**src/rtl/sam_pkg.sv**
```systemverilog
// Shared types and constants for the SAM decoder and its pulse-width serialiser.
package sam_pkg;

    localparam int KEY_W  = 16;
    localparam int N_W    = 4;
    localparam int NMAX   = 4;
    localparam int PW_W   = 6;
    localparam int IDX_W  = 5;
    localparam int FCNT_W = 6;

    typedef enum logic [1:0] {
        START = 2'd0,
        CONFG = 2'd1,
        NORM  = 2'd2,
        SEND  = 2'd3
    } state_t;

    // Returns a mask with the low 'len' bits set, where len is 0..KEY_W.
    function automatic logic [KEY_W-1:0] len_mask(input logic [IDX_W-1:0] len);
        logic [KEY_W-1:0] m;
        for (int i = 0; i < KEY_W; i++) m[i] = (i < int'(len));
        return m;
    endfunction

endpackage

```
**src/rtl/sam_pwm_tx.sv**
```systemverilog
// Per-bit high/low phase generator: '1' = TH high then TL low, '0' = TL high then TH low.
module sam_pwm_tx
    import sam_pkg::*;
#(
    parameter int TH = 12,
    parameter int TL = 6
) (
    input  logic clk,
    input  logic reset,
    input  logic start,
    input  logic bit_in,
    input  logic abort,
    output logic tx,
    output logic done
);

    logic [PW_W-1:0] cnt;
    logic            busy;
    logic            hi_ph;
    logic            bit_q;

    // Combinational so the caller can chain the next bit with no idle cycle.
    assign done = busy && !hi_ph && (cnt == '0);

    always_ff @(posedge clk or negedge reset) begin
        if (!reset) begin
            cnt   <= '0;
            busy  <= 1'b0;
            hi_ph <= 1'b0;
            bit_q <= 1'b0;
            tx    <= 1'b0;
        end else if (abort) begin
            cnt   <= '0;
            busy  <= 1'b0;
            hi_ph <= 1'b0;
            bit_q <= 1'b0;
            tx    <= 1'b0;
        end else if (start) begin
            busy  <= 1'b1;
            hi_ph <= 1'b1;
            bit_q <= bit_in;
            tx    <= 1'b1;
            cnt   <= bit_in ? PW_W'(TH - 1) : PW_W'(TL - 1);
        end else if (busy) begin
            if (cnt != '0) begin
                cnt <= cnt - 1'b1;
            end else if (hi_ph) begin
                hi_ph <= 1'b0;
                tx    <= 1'b0;
                cnt   <= bit_q ? PW_W'(TL - 1) : PW_W'(TH - 1);
            end else begin
                busy <= 1'b0;
            end
        end
    end

endmodule

```
**src/rtl/sam_dec.sv**
```systemverilog
// SAM decoder: serial key configuration, XOR/erasure decode of a word, and
// pulse-width serialisation of the decoded word on tx.
module sam_dec
    import sam_pkg::*;
#(
    parameter int TH = 12,
    parameter int TL = 6
) (
    input  logic             clk,
    input  logic             reset,
    input  logic             str,
    input  logic             mode,
    input  logic [KEY_W-1:0] msgcd,
    input  logic             valid,
    input  logic [9:0]       cc,
    output logic [KEY_W-1:0] msg,
    output logic [KEY_W-1:0] erase,
    output logic             dvalid,
    output logic             tx,
    output logic             tx_busy,
    output logic             err
);

    state_t state, state_n;

    // Frame shift registers and their committed working copies
    logic [N_W-1:0]    n_sh;
    logic [KEY_W-1:0]  d_sh, nk_sh;
    logic [FCNT_W-1:0] fcnt;
    logic              bad;
    logic [KEY_W-1:0]  d_w, nk_w;
    logic [IDX_W-1:0]  len_w;

    logic [IDX_W-1:0]  idx;
    logic              term;

    logic [IDX_W-1:0]  len_c;
    logic [FCNT_W-1:0] flen;
    logic              frame_full, frame_bit, frame_start;
    logic [KEY_W-1:0]  lmask, msg_d, erase_d;
    logic [3:0]        top_idx;
    logic              accept;
    logic              pwm_start, pwm_bit, pwm_abort, pwm_tx, pwm_done;

    assign len_c       = IDX_W'(1) << n_sh;
    assign flen        = FCNT_W'(4) + FCNT_W'({len_c, 1'b0});
    assign frame_full  = !bad && (fcnt >= FCNT_W'(4)) && (fcnt == flen);
    assign frame_start = mode && (state != CONFG);
    assign frame_bit   = (state == CONFG) && mode && !bad && !frame_full;

    assign lmask   = len_mask(len_w);
    assign msg_d   = (msgcd ^ d_w) & ~nk_w & lmask;
    assign erase_d = nk_w & lmask;
    assign top_idx = 4'(len_w - 1'b1);
    assign accept  = (state == NORM) && !mode && valid;

    assign pwm_start = accept || ((state == SEND) && !mode && pwm_done && (idx != '0));
    assign pwm_bit   = accept ? msg_d[top_idx] : msg[4'(idx - 1'b1)];
    assign pwm_abort = (state == SEND) && mode;

    assign tx      = (state == SEND) && (pwm_tx || term);
    assign tx_busy = (state == SEND);

    sam_pwm_tx #(.TH(TH), .TL(TL)) u_pwm (
        .clk    (clk),
        .reset  (reset),
        .start  (pwm_start),
        .bit_in (pwm_bit),
        .abort  (pwm_abort),
        .tx     (pwm_tx),
        .done   (pwm_done)
    );

    always_ff @(posedge clk or negedge reset) begin
        if (!reset) state <= START;
        else        state <= state_n;
    end

    always_comb begin
        state_n = state;
        case (state)
            START: if (mode) state_n = CONFG;
            CONFG: if (!mode) state_n = frame_full ? NORM : START;
            NORM: begin
                if (mode)       state_n = CONFG;
                else if (valid) state_n = SEND;
            end
            SEND: begin
                if (mode)      state_n = CONFG;
                else if (term) state_n = NORM;
            end
            default: state_n = START;
        endcase
    end

    always_ff @(posedge clk or negedge reset) begin
        if (!reset) begin
            n_sh   <= '0;
            d_sh   <= '0;
            nk_sh  <= '0;
            fcnt   <= '0;
            bad    <= 1'b0;
            d_w    <= '0;
            nk_w   <= '0;
            len_w  <= '0;
            idx    <= '0;
            term   <= 1'b0;
            msg    <= '0;
            erase  <= '0;
            dvalid <= 1'b0;
            err    <= 1'b0;
        end else begin
            dvalid <= 1'b0;

            if (state == START) begin
                n_sh  <= '0;
                d_sh  <= '0;
                nk_sh <= '0;
                fcnt  <= '0;
                bad   <= 1'b0;
                d_w   <= '0;
                nk_w  <= '0;
                len_w <= '0;
                idx   <= '0;
                term  <= 1'b0;
                err   <= 1'b0;
            end

            // The edge that first sees mode high already carries n[3].
            if (frame_start) begin
                n_sh  <= {3'b000, str};
                d_sh  <= '0;
                nk_sh <= '0;
                fcnt  <= FCNT_W'(1);
                bad   <= 1'b0;
            end else if (frame_bit) begin
                fcnt <= fcnt + 1'b1;
                if (fcnt < FCNT_W'(4)) begin
                    n_sh <= {n_sh[2:0], str};
                    if ((fcnt == FCNT_W'(3)) && ({n_sh[2:0], str} > 4'(NMAX))) begin
                        bad <= 1'b1;
                        err <= 1'b1;
                    end
                end else if (fcnt < FCNT_W'(4) + FCNT_W'(len_c)) begin
                    d_sh <= {d_sh[KEY_W-2:0], str};
                end else begin
                    nk_sh <= {nk_sh[KEY_W-2:0], str};
                end
            end

            if ((state == CONFG) && !mode && frame_full) begin
                d_w   <= d_sh;
                nk_w  <= nk_sh;
                len_w <= len_c;
            end

            if (accept) begin
                msg    <= msg_d;
                erase  <= erase_d;
                dvalid <= 1'b1;
                idx    <= {1'b0, top_idx};
                if (cc != 10'(len_w)) err <= 1'b1;
            end

            if (state == SEND) begin
                if (mode) begin
                    term <= 1'b0;
                    idx  <= '0;
                end else begin
                    if (valid) err <= 1'b1;
                    if (term) term <= 1'b0;
                    if (pwm_done) begin
                        if (idx == '0) term <= 1'b1;
                        else           idx  <= idx - 1'b1;
                    end
                end
            end
        end
    end

endmodule

```
**config.mk**
```make
export PLATFORM = sky130hd
export DESIGN_NAME = sam_dec
export DESIGN_NICKNAME = d
export VERILOG_FILES = /design/src/rtl/sam_pkg.sv /design/src/rtl/sam_pwm_tx.sv /design/src/rtl/sam_dec.sv
export SDC_FILE = /design/constraint.sdc
export NUM_CORES = 1
export LEC_CHECK = 0
export CAP_MARGIN = 10
export CELL_PAD_IN_SITES_DETAIL_PLACEMENT = 1
export CELL_PAD_IN_SITES_GLOBAL_PLACEMENT = 1
export CORE_AREA = 4 4 126 128
export DETAILED_ROUTE_END_ITERATION = 16
export DIE_AREA = 0 0 130 132
export DONT_BUFFER_PORTS = 1
export PLACE_DENSITY_LB_ADDON = 0.1
export SLEW_MARGIN = 20
export SYNTH_ARGS = -nofsm -noshare
export SYNTH_HDL_FRONTEND = slang
export SYNTH_SLANG_ARGS = --single-unit
```
**constraint.sdc**
```tcl
create_clock -name clk -period 3.7 [get_ports clk]
set_input_delay 0.185 -clock clk [delete_from_list [all_inputs] [get_ports clk]]
set_output_delay 0.185 -clock clk [all_outputs]
set_load 0.01 [all_outputs]
```
; ---- After elaboration in Yosys (flattened, before gate mapping)
; Index checks and enable logic that the tools add are counted.
[totals]
latchBits = 0
ram_bits = 0
rom_bits = 0
word_cells = 191
regBits = 132
n_memories = 0
[op_classes]
eq_ne = 12
shift = 1
n_reduce_logical = 39
addsub = 6
n_bitwise = 5
mux = 86
order_cmp = 22
div = 0
multipliers = 0
[op_table]
columns = operator, n
row1 = 16-bit two-way mux, 13
row2 = 16-bit bitwise AND, 3
row3 = 6-bit two-way mux, 8
row4 = 1-bit two-way mux, 41
row5 = "4-bit by 5-bit < comparator with 1-bit output, first input constant", 8
row6 = 5-bit two-way mux, 8
row7 = 4-bit two-way mux, 6
row8 = "3-bit by 5-bit < comparator with 1-bit output, first input constant", 4
row9 = 1-bit logical AND, 18
row10 = 16-bit inverter, 1
row11 = 16-bit XOR, 1
row12 = 2-bit two-way mux, 7
row13 = "1-bit by 5-bit < comparator with 1-bit output, first input constant", 2
row14 = "2-bit by 5-bit < comparator with 1-bit output, first input constant", 2
row15 = "4-bit by 5-bit < comparator with 1-bit output, second input constant", 2
row16 = 10-bit by 5-bit inequality test with 1-bit output, 1
row17 = 3-bit nonzero test, 3
row18 = 1-bit binary-select mux with 4-bit select, 2
row19 = 2-bit one-hot mux with 4 select lines, 1
row20 = "3-bit by 5-bit adder with 6-bit output, first input constant", 1
row21 = "3-bit by 6-bit adder with 6-bit output, first input constant", 1
row22 = "6-bit by 1-bit adder with 6-bit output, second input constant", 1
row23 = "6-bit by 2-bit equality test with 1-bit output, second input constant", 1
row24 = 6-bit equality test, 1
row25 = other kinds (26), 35

; ---- Depth between registers and ports, before layout
[logic_depth]
depth_word = 13
depth_mapped = 12
ltp_nobuf = 10

; ---- Modules after synthesis
; From an unflattened synthesis, not the netlist that was laid out.
[unflattened]
hier_cells = 767
area_unflattened_um2 = 7179.4
[modules_own_cells]
columns = module, instances, cells_per_inst, area_per_inst_um2
row1 = sam_dec, 1, 702, 6571.3
row2 = sam_pwm_tx, 1, 65, 608.1

; ---- Worst setup path before layout
; OpenSTA, ideal clock, no wires.
[synth_path]
kind = register to register
start = reg n_sh[1]
end = reg fcnt[3]
setup_slack_ns = 0.961
arrival_ns = 2.613
setup_time_ns = 0.126
period_less_slack_ns = 2.739
n_path_buf = 2
stages_incl_launch_ff = 12
path_cell_list = dfrtp_1 -> or4b_1 -> buf_2 -> inv_1 -> ha_1 -> xor2_1 -> nor4_1 -> nand3_1 -> o21ai_1 -> buf_4 -> nor3_1 -> a311o_1
[synth_via]
elab_chain_cells = 8
[synth_lines]
columns = element, line_no
row1 = from (decl), sam_dec.sv:27  ; logic [N_W-1:0] n_sh;
row2 = from (signal assigned), sam_dec.sv:131  ; n_sh <= {3'b000, str};
row3 = from (signal assigned), sam_dec.sv:139  ; n_sh <= {n_sh[2:0], str};
row4 = 1-bit by 4-bit << shifter with 5-bit output *, sam_dec.sv:45  ; assign len_c = IDX_W'(1) << n_sh;
row5 = 3-bit by 6-bit adder with 6-bit output *, sam_dec.sv:46  ; assign flen = FCNT_W'(4) + FCNT_W'({len_c, 1'b0});
row6 = 6-bit equality test *, sam_dec.sv:47  ; assign frame_full = !bad && (fcnt >= FCNT_W'(4)) && (fcnt == flen);
row7 = 1-bit logical AND *, sam_dec.sv:47
row8 = 1-bit zero test *, sam_dec.sv:49  ; assign frame_bit = (state == CONFG) && mode && !bad && !frame_full;
row9 = 1-bit logical AND *, sam_dec.sv:49
row10 = 6-bit two-way mux, sam_dec.sv:136  ; end else if (frame_bit) begin
row11 = 6-bit two-way mux, sam_dec.sv:130  ; if (frame_start) begin
row12 = to (signal assigned), sam_dec.sv:137  ; fcnt <= fcnt + 1'b1;
row13 = to (decl), sam_dec.sv:29  ; logic [FCNT_W-1:0] fcnt;
; Every way passes the cells marked *; elsewhere a longest branch is shown, timed or not.
; A chain may end at the register's enable or synchronous reset.

; ---- Worst setup path in the final report
[layout_path]
start = reg n_sh[1]
end = reg nk_sh[7]
[layout_via]
elab_chain_cells = 8
[layout_lines]
columns = element, line_no
row1 = 1-bit by 4-bit << shifter with 5-bit output *, sam_dec.sv:45
row2 = branches (longest 5 deep; another with 3-bit by 5-bit adder with 6-bit output), --
row3 = 16-bit two-way mux *, sam_dec.sv:136
row4 = 16-bit two-way mux *, sam_dec.sv:130
row5 = to (signal assigned), sam_dec.sv:147  ; nk_sh <= {nk_sh[KEY_W-2:0], str};
row6 = to (decl), sam_dec.sv:28  ; logic [KEY_W-1:0] d_sh, nk_sh;
; Mark *: on every way between the ends.

==> summary.txt <==
Detailed routing
  • Remaining DRCs: 0
  • DRT Wirelength: 20200 µm
  • DR vias/cell: 6.104
  • Iteration-0 DRC Markers: 544
  • ANT nets after route: 0
  • First-pass DRT Iterations: 7
  • Post-DR wirelength/cell: 21.17 µm
  • Via count: 5823

Synthesis
  • Mapped Nets: 815
  • Register area share after synthesis: 47.28%
  • Syn Area/Cell: 9.050 µm²
  • Post-synth top area cell: dfrtp_1
  • Main synth FF type: dfrtp_1
  • Ys async rst share: 100.0%
  • Post-Synthesis Cells: 772
  • Register bit count reported by yosys: 132
  • Top cells by count, synth: nand2_1, dfrtp_1, a21oi_1
  • Ys Warns: 0
  • Most numerous cell in the Yosys netlist: nand2_1
  • Yosys cell types: 65
  • Top cell type's share of synthesized area: 47.28%
  • EDFF count, synth: 0
  • Post-Syn Area: 6987 µm²
  • Dominant cells by area after synthesis: dfrtp_1, nand2_1, a21oi_1, o211ai_1, nand3_1

STA
  • RSZ-0062 raised after global routing: false
  • Final setup violation count: 0
  • Setup Skew: 0.01183 ns
  • TNS Setup: 0 ns
  • Worst-margin pin slew: 1.046 ns
  • Period Utilization, post-route: 85.31%
  • Fin. Hold Viols: 1
  • Fin crit period: 3.156 ns
  • Fmax achieved: 316.8 MHz
  • Fin Hold WS: -0.0002899 ns
  • Final slew viol count: 0
  • Worst relative slew slack: 30.29%

Clocking
  • H-tree depth: 4
  • CTS root buf: clkbuf_16
  • Post-CTS Setup Repair Bufs: 0
  • Num CTS Buffers: 17
  • CTS tree: done
  • Clock Path Buffers: 2
  • Worst-skew pair later-pin latency: 0.43 ns
  • CTS sink cnt: 132
  • CTS clk-pin slew, worst paths: 0.06 ns

GRT
  • Largest net degree at the start of global routing: 133
  • Number of global-route vias before repair: 5972
  • Initial antenna violation count: 0
  • Overflow after GRT: 0
  • Tot GR Track Use: 24.15%
  • First-pass GRT wire length: 32860 µm

Hold path
  • Worst Hold Depth: 2
  • Hold EP: state[0]
  • Hold path start: valid
  • HP Class: in -> reg

Setup path
  • Crit-path slowest cell: or4b_1
  • Reg2Reg Depth: 10
  • Reg-to-Reg Start: n_sh[1]
  • Crit start category: flop
  • R2R setup slack: 0.54 ns
  • Max incr delay on CP: 0.67 ns
  • Arr. time, crit path: 3.49 ns
  • CP endpoint kind: flop
  • Crit Path Class: reg -> reg
  • Worst Path Max Fanout: 32
  • Critical-path cell list: or4b_1, inv_1, ha_1, xor2_1, nor4_1, nand3_1, o211ai_2, buf_4, o211ai_1, a21oi_1
  • Worst R2R End: nk_sh[7]
  • Crit path required time: 4.04 ns

Pwr
  • Peak supply drop: 0.3086 mV
  • Lkg Pwr: 3.232 nW
  • Power density over the cells: 496.9 nW/µm²

Place
  • PortBufs: 0
  • Placed inst area: 7076 µm²
  • Hpwl dp: 13680 µm
  • RD Place Congestion: 0.8598

Run status
  • Failing checks: hold timing
  • Outcome: finished, violations left

Die
  • Io pins: 67
  • Starting density of the core: 47.00%
  • Row count: 45
  • Die width: 130 µm
  • Die ar.: 17160 µm²
  • Std-Cell Core Area: 14860 µm²
  • Die Y: 132 µm

Finish
  • Area delta synth->final: 10.62%
  • Sequential cell area: 3303 µm²
  • N_diodes: 0
  • Layout cells sized above 1: 8.616%
  • Fill count: 1728
  • Design Area, Final: 7729 µm²
  • Multi-input logic area: 3363 µm²
  • Final #Nets: 797

Job
  • Max Cap Viol: 0
==> worst max path at each step <==
stage | startpoint | slack [ns] | end | depth (start not counted)
2_1_floorplan | n_sh[1] | 0.96 | fcnt[3] | 11
3_3_place_gp | len_w[0] | 0.74 | u_pwm.cnt[2] | 7
3_5_place_dp | n_sh[1] | 0.60 | d_sh[13] | 10
4_1_cts | n_sh[1] | 0.57 | nk_sh[7] | 10
5_1_grt | n_sh[1] | 0.27 | nk_sh[4] | 10
6_report | n_sh[1] | 0.54 | nk_sh[7] | 10
==> metal layers <==
layer / vias to the layer above / GRT usage, % / part of all wire [%]
met3: 23 / 4.498 / 3.7
met5: - / 0 / 0
met1: 2957 / 35.14 / 48
met4: 0 / 7.217 / 1.7
met2: 108 / 36.76 / 47
li1: 2735 / - / -
==> critical path, delay by kind of cell, from the launching register on <==
family | cells | cell delay (ns)
XOR/XNOR | 1 | 0.16
buffers and inverters | 2 | 0.47
AO/OA/AOI/OAI | 3 | 0.57
AND/OR/NAND/NOR | 3 | 1.17
adder cells (fa/ha/maj) | 1 | 0.24
flip-flops | 1 | 0.46
==> per-stage QoR <==
stage | worst slack [ns] | instances | total power, mW | utilization (%) | hold WS [ns]
global route | 0.2713 | 954 | 4.021 | 51.99 | 0.01578
global placement | 0.7392 | 917 | 2.134 | 47.60 | -0.1067
detailed placement | 0.6014 | 917 | 2.165 | 47.60 | -0.1071
CTS | 0.5665 | 954 | 3.869 | 51.99 | 0.001807
floorplan | 0.9607 | 772 | 2.025 | - | -0.1106
finish | 0.5436 | 954 | 3.840 | 51.99 | -0.0002899
==> power by group <==
part           leakage (nW)  internal [mW]  switching (mW)
sequential             1.82           1.52           0.121
combinational          1.14          0.191           0.355
clock                 0.275           1.01           0.650
==> layout by cell type, fill, tap and decap left out, drive strengths merged, types with 12 or more instances in the layout <==
master	count
clkbuf	19
xnor2	30
a21oi	57
o21ai	62
nor3	19
ha	12
buf	13
dfrtp	132
nand2	145
nand3	53
inv	19
nor2	32
o211ai	37
==> layout make-up <==
class | instances | share of cell area (%)
Sequential cell | 132 | 42.74
Inverter | 19 | 0.9228
Tap cell | 188 | 3.044
Multi-Input combinational cell | 566 | 43.52
Clock inverter | 12 | 1.716
Clock buffer | 19 | 5.731
Timing Repair Buffer | 18 | 2.331
==> state kept, by name (all words and copies together) (netlist names), 2 cells and up <==
register	cells
n_sh	4
state	2
erase	16
u_pwm.cnt	6
idx	5
nk_sh	16
d_w	16
nk_w	16
d_sh	16
len_w	5
msg	16
fcnt	6
==> what timing repair did <==
item	in CTS	in global routing
hold endpoints to repair	142	0
gates resized for setup	0	0
hold buffers	6	0
==> logic make-up after synthesis <==
logic type	after synthesis	synth area share, %
AND/OR/NAND/NOR	295	19.84
AO/OA/AOI/OAI	216	19.59
flip-flops	132	47.28
buffers and inverters	74	4.799
XOR/XNOR	35	4.387
adder cells (fa/ha/maj)	12	2.149
multiplexers	7	1.898
other	1	0.05367
Note: power is estimated with default switching activity, not from simulation.
